## src/rtl/pattern_scan_arbiter.sv

```systemverilog
// Round-robin scheduler that shares one bit-serial overlapping pattern detector
// among four requesters and reports the per-word match count with the requester id.
module pattern_scan_arbiter #(
    parameter int              WORD_W = 8,
    parameter int              PAT_W  = 3,
    parameter logic [PAT_W-1:0] PAT   = 3'b101,
    parameter int              CNT_W  = 4
) (
    input  logic                  clk,
    input  logic                  clr,
    input  logic [3:0]            req,
    input  logic [4*WORD_W-1:0]   data,
    output logic [3:0]            gnt,
    output logic                  busy,
    output logic                  ser_bit,
    output logic                  ser_valid,
    output logic                  done,
    output logic [1:0]            done_id,
    output logic [CNT_W-1:0]      match_cnt
);

    localparam int              BC_W     = $clog2(WORD_W + 1);
    localparam logic [BC_W-1:0] WORD_C   = BC_W'(WORD_W);
    localparam logic [BC_W-1:0] MIN_SEEN = BC_W'(PAT_W - 1);

    typedef enum logic [1:0] {
        ST_IDLE   = 2'd0,
        ST_LOAD   = 2'd1,
        ST_SHIFT  = 2'd2,
        ST_REPORT = 2'd3
    } state_t;

    state_t              r_state;
    state_t              w_next_state;
    logic [1:0]          r_ptr;
    logic [1:0]          r_winner;
    logic [WORD_W-1:0]   r_shift;
    logic [PAT_W-2:0]    r_win;
    logic [BC_W-1:0]     r_bit_cnt;
    logic [CNT_W-1:0]    r_count;
    logic [3:0]          r_gnt;
    logic                r_busy;
    logic                r_ser_bit;
    logic                r_ser_valid;
    logic                r_done;
    logic [1:0]          r_done_id;
    logic [CNT_W-1:0]    r_match_cnt;

    logic [1:0]          w_idx;
    logic [1:0]          w_winner;
    logic [WORD_W-1:0]   w_word;
    logic                w_emit;
    logic                w_bit;
    logic [PAT_W-1:0]    w_win_next;
    logic                w_hit;

    // Round-robin winner search: the lowest offset from r_ptr with req set wins.
    always_comb begin
        w_idx    = r_ptr;
        w_winner = r_ptr;
        for (int k = 3; k >= 0; k--) begin
            w_idx = r_ptr + 2'(k);
            if (req[w_idx]) begin
                w_winner = w_idx;
            end else begin
                w_winner = w_winner;
            end
        end
        w_word = data[WORD_W-1:0];
        for (int k = 0; k < 4; k++) begin
            if (w_winner == 2'(k)) begin
                w_word = data[k*WORD_W +: WORD_W];
            end else begin
                w_word = w_word;
            end
        end
    end

    // Next-state and detector combinational logic.
    always_comb begin
        w_next_state = r_state;
        case (r_state)
            ST_IDLE: begin
                if (|req) begin
                    w_next_state = ST_LOAD;
                end else begin
                    w_next_state = ST_IDLE;
                end
            end
            ST_LOAD:  w_next_state = ST_SHIFT;
            ST_SHIFT: begin
                if (r_bit_cnt == WORD_C) begin
                    w_next_state = ST_REPORT;
                end else begin
                    w_next_state = ST_SHIFT;
                end
            end
            ST_REPORT: w_next_state = ST_IDLE;
            default:   w_next_state = ST_IDLE;
        endcase
        // The bit leaving the shift register on this edge is what ser_bit shows next cycle.
        w_emit     = (r_state == ST_LOAD) || ((r_state == ST_SHIFT) && (r_bit_cnt != WORD_C));
        w_bit      = r_shift[WORD_W-1];
        w_win_next = {r_win, w_bit};
        w_hit      = (r_bit_cnt >= MIN_SEEN) && (w_win_next == PAT);
    end

    // State register.
    always_ff @(posedge clk or negedge clr) begin
        if (!clr) begin
            r_state <= ST_IDLE;
        end else begin
            r_state <= w_next_state;
        end
    end

    // Datapath and registered outputs.
    always_ff @(posedge clk or negedge clr) begin
        if (!clr) begin
            r_ptr       <= 2'd0;
            r_winner    <= 2'd0;
            r_shift     <= '0;
            r_win       <= '0;
            r_bit_cnt   <= '0;
            r_count     <= '0;
            r_gnt       <= 4'b0000;
            r_busy      <= 1'b0;
            r_ser_bit   <= 1'b0;
            r_ser_valid <= 1'b0;
            r_done      <= 1'b0;
            r_done_id   <= 2'd0;
            r_match_cnt <= '0;
        end else begin
            r_busy      <= (w_next_state != ST_IDLE);
            r_gnt       <= 4'b0000;
            r_ser_bit   <= 1'b0;
            r_ser_valid <= 1'b0;
            r_done      <= 1'b0;
            case (r_state)
                ST_IDLE: begin
                    if (|req) begin
                        r_winner  <= w_winner;
                        r_gnt     <= 4'b0001 << w_winner;
                        r_shift   <= w_word;
                        r_win     <= '0;
                        r_bit_cnt <= '0;
                        r_count   <= '0;
                    end else begin
                        r_winner  <= r_winner;
                    end
                end
                ST_LOAD, ST_SHIFT: begin
                    if (w_emit) begin
                        r_ser_bit   <= w_bit;
                        r_ser_valid <= 1'b1;
                        r_shift     <= {r_shift[WORD_W-2:0], 1'b0};
                        r_win       <= w_win_next[PAT_W-2:0];
                        r_bit_cnt   <= r_bit_cnt + BC_W'(1);
                        if (w_hit) begin
                            r_count <= r_count + CNT_W'(1);
                        end else begin
                            r_count <= r_count;
                        end
                    end else begin
                        r_done      <= 1'b1;
                        r_done_id   <= r_winner;
                        r_match_cnt <= r_count;
                    end
                end
                ST_REPORT: begin
                    r_ptr <= r_winner + 2'd1;
                end
                default: begin
                    r_ptr <= r_ptr;
                end
            endcase
        end
    end

    assign gnt       = r_gnt;
    assign busy      = r_busy;
    assign ser_bit   = r_ser_bit;
    assign ser_valid = r_ser_valid;
    assign done      = r_done;
    assign done_id   = r_done_id;
    assign match_cnt = r_match_cnt;

endmodule

```

## config.mk

```make
export PLATFORM = sky130hd
export DESIGN_NAME = pattern_scan_arbiter
export DESIGN_NICKNAME = d
export VERILOG_FILES = /design/src/rtl/pattern_scan_arbiter.sv
export SDC_FILE = /design/constraint.sdc
export NUM_CORES = 1
export LEC_CHECK = 0
export CAP_MARGIN = 40
export CELL_PAD_IN_SITES_DETAIL_PLACEMENT = 0
export CELL_PAD_IN_SITES_GLOBAL_PLACEMENT = 1
export CORE_MARGIN = 2
export CORE_UTILIZATION = 40
export DETAILED_ROUTE_END_ITERATION = 8
export PLACE_DENSITY = 0.9
export SLEW_MARGIN = 20
export SYNTH_ARGS = -nofsm -noshare
export SYNTH_HDL_FRONTEND = slang
export SYNTH_SLANG_ARGS = --single-unit
export TNS_END_PERCENT = 10
```

## constraint.sdc

```tcl
create_clock -name clk -period 5.42 [get_ports clk]
set_clock_uncertainty 0.1 [all_clocks]
set_input_delay 1.084 -clock clk [delete_from_list [all_inputs] [get_ports clk]]
set_output_delay 1.084 -clock clk [all_outputs]
set_load 0.05 [all_outputs]
```

==> metrics <==
final setup margin=about 2.2 ns; Core Rows=26; Synth Area in Adders=4.65%; clock slew at reported path FFs=roughly 0.070 ns; Hold Path Sink=match_cnt[1]; Critical path buffers and inverters=1; post-cts resize count=0; flops & latches, synth=38; HP Class=reg -> reg; port bufs=51; Compound-Gate Fraction of Synth Area=around 25%; Synth area leader=dfrtp_1; leakage power figure=1.19 nW; first-pass GRT wire length=~8300 um; Top FF cell, synth=dfrtp_1; Finished Core Util=about 54%; aggregate global-route resource usage=between 10% and 20%; grt ovf=0; Synth area leaders=dfrtp_1, a211oi_2, ha_1; Core Footprint=roughly 5000 um^2; detailed placer's ending HPWL=around 3600 um; Mapped Avg Cell Area=around 10 um^2; antenna violations before repair=0; Pwr Total=roughly 1.6 mW; XOR/XNOR Fraction of Synth Area=under 10%; die height=around 77 um; Synth Instances=roughly 210; max incr delay on CP=0.68 ns; CTS tree=done; DP Worst Slack=roughly 1.9 ns; clock buffer depth=2; die width=77.3 um; status=completed; clock latency on the worst-skew pair=between 0.2 and 0.3 ns; Final ANT Viol Nets=0; # Post-CTS Setup Buffers=0; total wire length=about 4800 um; Netlist cell types=44; final hold vios=0; largest net degree at the start of global routing=39; Tmin final=approximately 3.2 ns; Yosys top cell area share=between 40% and 50%; relative slew slack=roughly 56%; crit end category=register; Mapped Area=approximately 2200 um^2; Simple-Gate Fraction of Synth Area=between 10% and 20%; r2r startpoint=r_state[0]; starting density of the core=roughly two fifths; Root Buffer Master=clkbuf_8; hold_sp=match_cnt[1]; f_max=around 310 MHz; number of enable flip-flop cells after synthesis=0; hold buffer count at cts=0; Worst VDD drop=approximately 0.26 mV; multiplexer area fraction after synthesis=roughly 2.1%; CP delay by family, top=compound AO/OA/AOI/OAI gates; antenna cells=0; Arrival @ worst endpoint=~3.3 ns; nets=307; die area=~6000 um^2; Worst Path Required=around 5.5 ns; largest family of logic cells by synthesized area=compound AO/OA/AOI/OAI gates; TNS Setup=0 ns; Avg WL per Cell=14.4 um; Area growth, synth to finish=29.6%; Vias/cell=roughly 5.3; RR Endpoint=r_count[3]; Max Cap Viol=0; kind of critical path=in -> reg; RSZ-0062 raised after global routing=no; total clock sinks=38; slowest stage cell on the critical path=o41ai_4; Ys Warns=0; register area share after synthesis=between 40% and 50%; hold-critical path depth=2; DRT Pass-1 Iters=4; crit-path cells=clkdlybuf4s50_1 -> o41ai_4 -> o21ai_2 -> nand2_1 -> o21ai_0 -> a21oi_1; R2R Setup Slk=2.53 ns; via count=about 1800; Syn Nets=260; Top Ports=52; # DRC=0; FF-to-FF path depth=7; crit path max fanout=13; fraction of registers with async set/reset=100%; 1st-iter DRT viols=90; Critical Path Source Type=input pin; vias in the first global route=roughly 1800; fin. max-slew vios=0; PD cells=approximately 560 nW/um^2; cts bufs inserted=5; CTS HTree Levels=2; GPL Wtd Cong=between 0.8 and 0.9; layout cells sized above 1=a little under an eighth; Slew @ Worst Pin=approximately 0.65 ns; Final Cycle Share=about three fifths; Finish-stage setup viols=0
-- Yosys cell counts, types with 3 or more instances --
cell type / instances
clkbuf_1: 4
a22o_1: 5
inv_1: 19
nand4_1: 8
xor2_1: 3
nor3_1: 3
mux2_2: 4
nand2b_1: 4
nand3_1: 3
ha_1: 8
nor2_1: 13
dfrtp_1: 38
a211oi_2: 9
o21ai_1: 3
o221ai_1: 8
buf_2: 7
o211ai_1: 6
buf_6: 3
a21oi_1: 5
o21ai_0: 6
a221oi_1: 8
nand2_1: 22
-- layout make-up --
type / instances / area (um^2)
Clock buffer: 7 / 86.3
Clock inverter: 1 / 5.00
Fill cell: 475 / 2350
Inverter: 20 / 75.1
Multi-Input combinational cell: 142 / 1040
Sequential cell: 38 / 951
Tap cell: 70 / 87.6
Timing Repair Buffer: 54 / 541
-- worst register-to-register path, cell delays in order (launching register included) --
cell	delay (ns)
dfrtp_1	0.38
inv_1	0.07
ha_1	0.44
inv_1	0.23
a211o_1	0.57
nand2_1	0.44
or3_1	0.45
a21oi_1	0.14
-- power by group --
group          switching (mW)  internal, mW  total [mW]  leakage (nW)
registers              0.0874         0.395       0.483         0.490
logic                   0.552         0.323       0.875         0.656
clock network          0.0929         0.102       0.195        0.0482
-- flip-flops by register name, summed over array words and instances (netlist names) --
register,flops
r_winner,2
done,1
r_count,4
r_win,2
busy,1
r_bit_cnt,4
r_state,2
r_ptr,2
gnt,4
match_cnt,4
ser_bit,1
done_id,2
r_shift,8
ser_valid,1
-- metrics by stage --
step / cells / cell area (um^2) / hold slack [ns]
finish: 332 / 2790 / 0.381
detailed placement: 322 / 2670 / 0.375
global placement: 322 / 2670 / 0.358
global route: 332 / 2790 / 0.402
floorplan: 214 / 2150 / 0.356
CTS: 330 / 2760 / 0.389
-- cell families after synthesis --
group           after synthesis
compound gates               61
xor+xnor                      4
fa+ha+maj                     8
buf+inv                      34
flops                        38
mux                           4
simple gates                 65
-- layout by cell type (no fill, tap or decap), types with 8 or more instances in the layout --
cell | synthesis | routed
clkdlybuf4s50_1 | 0 | 50
dfrtp_1 | 38 | 38
nand2_1 | 22 | 22
inv_1 | 19 | 19
nor2_1 | 13 | 13
a211oi_2 | 9 | 9
a221oi_1 | 8 | 8
o221ai_1 | 8 | 8
nand4_1 | 8 | 8
ha_1 | 8 | 8
-- layer usage --
layer / global-route usage (%) / share of wire [%]
met5: 0 / 0
met4: 6.25 / 1.8
met3: 4.42 / 5.4
met2: 29.0 / 48
met1: 21.7 / 45
-- worst max-delay path by stage --
stage | depth (start not counted) | start | end | slack [ns]
finish | 6 | req[3] | r_count[3] | 2.21
global route | 6 | req[3] | r_count[3] | 1.97
CTS | 6 | req[3] | r_count[3] | 2.24
detailed placement | 6 | req[3] | r_count[3] | 1.95
global placement | 6 | req[3] | r_count[3] | 2.00
floorplan | 8 | req[3] | r_shift[2] | 2.83
No activity file was read; power rests on OpenSTA's default activity.
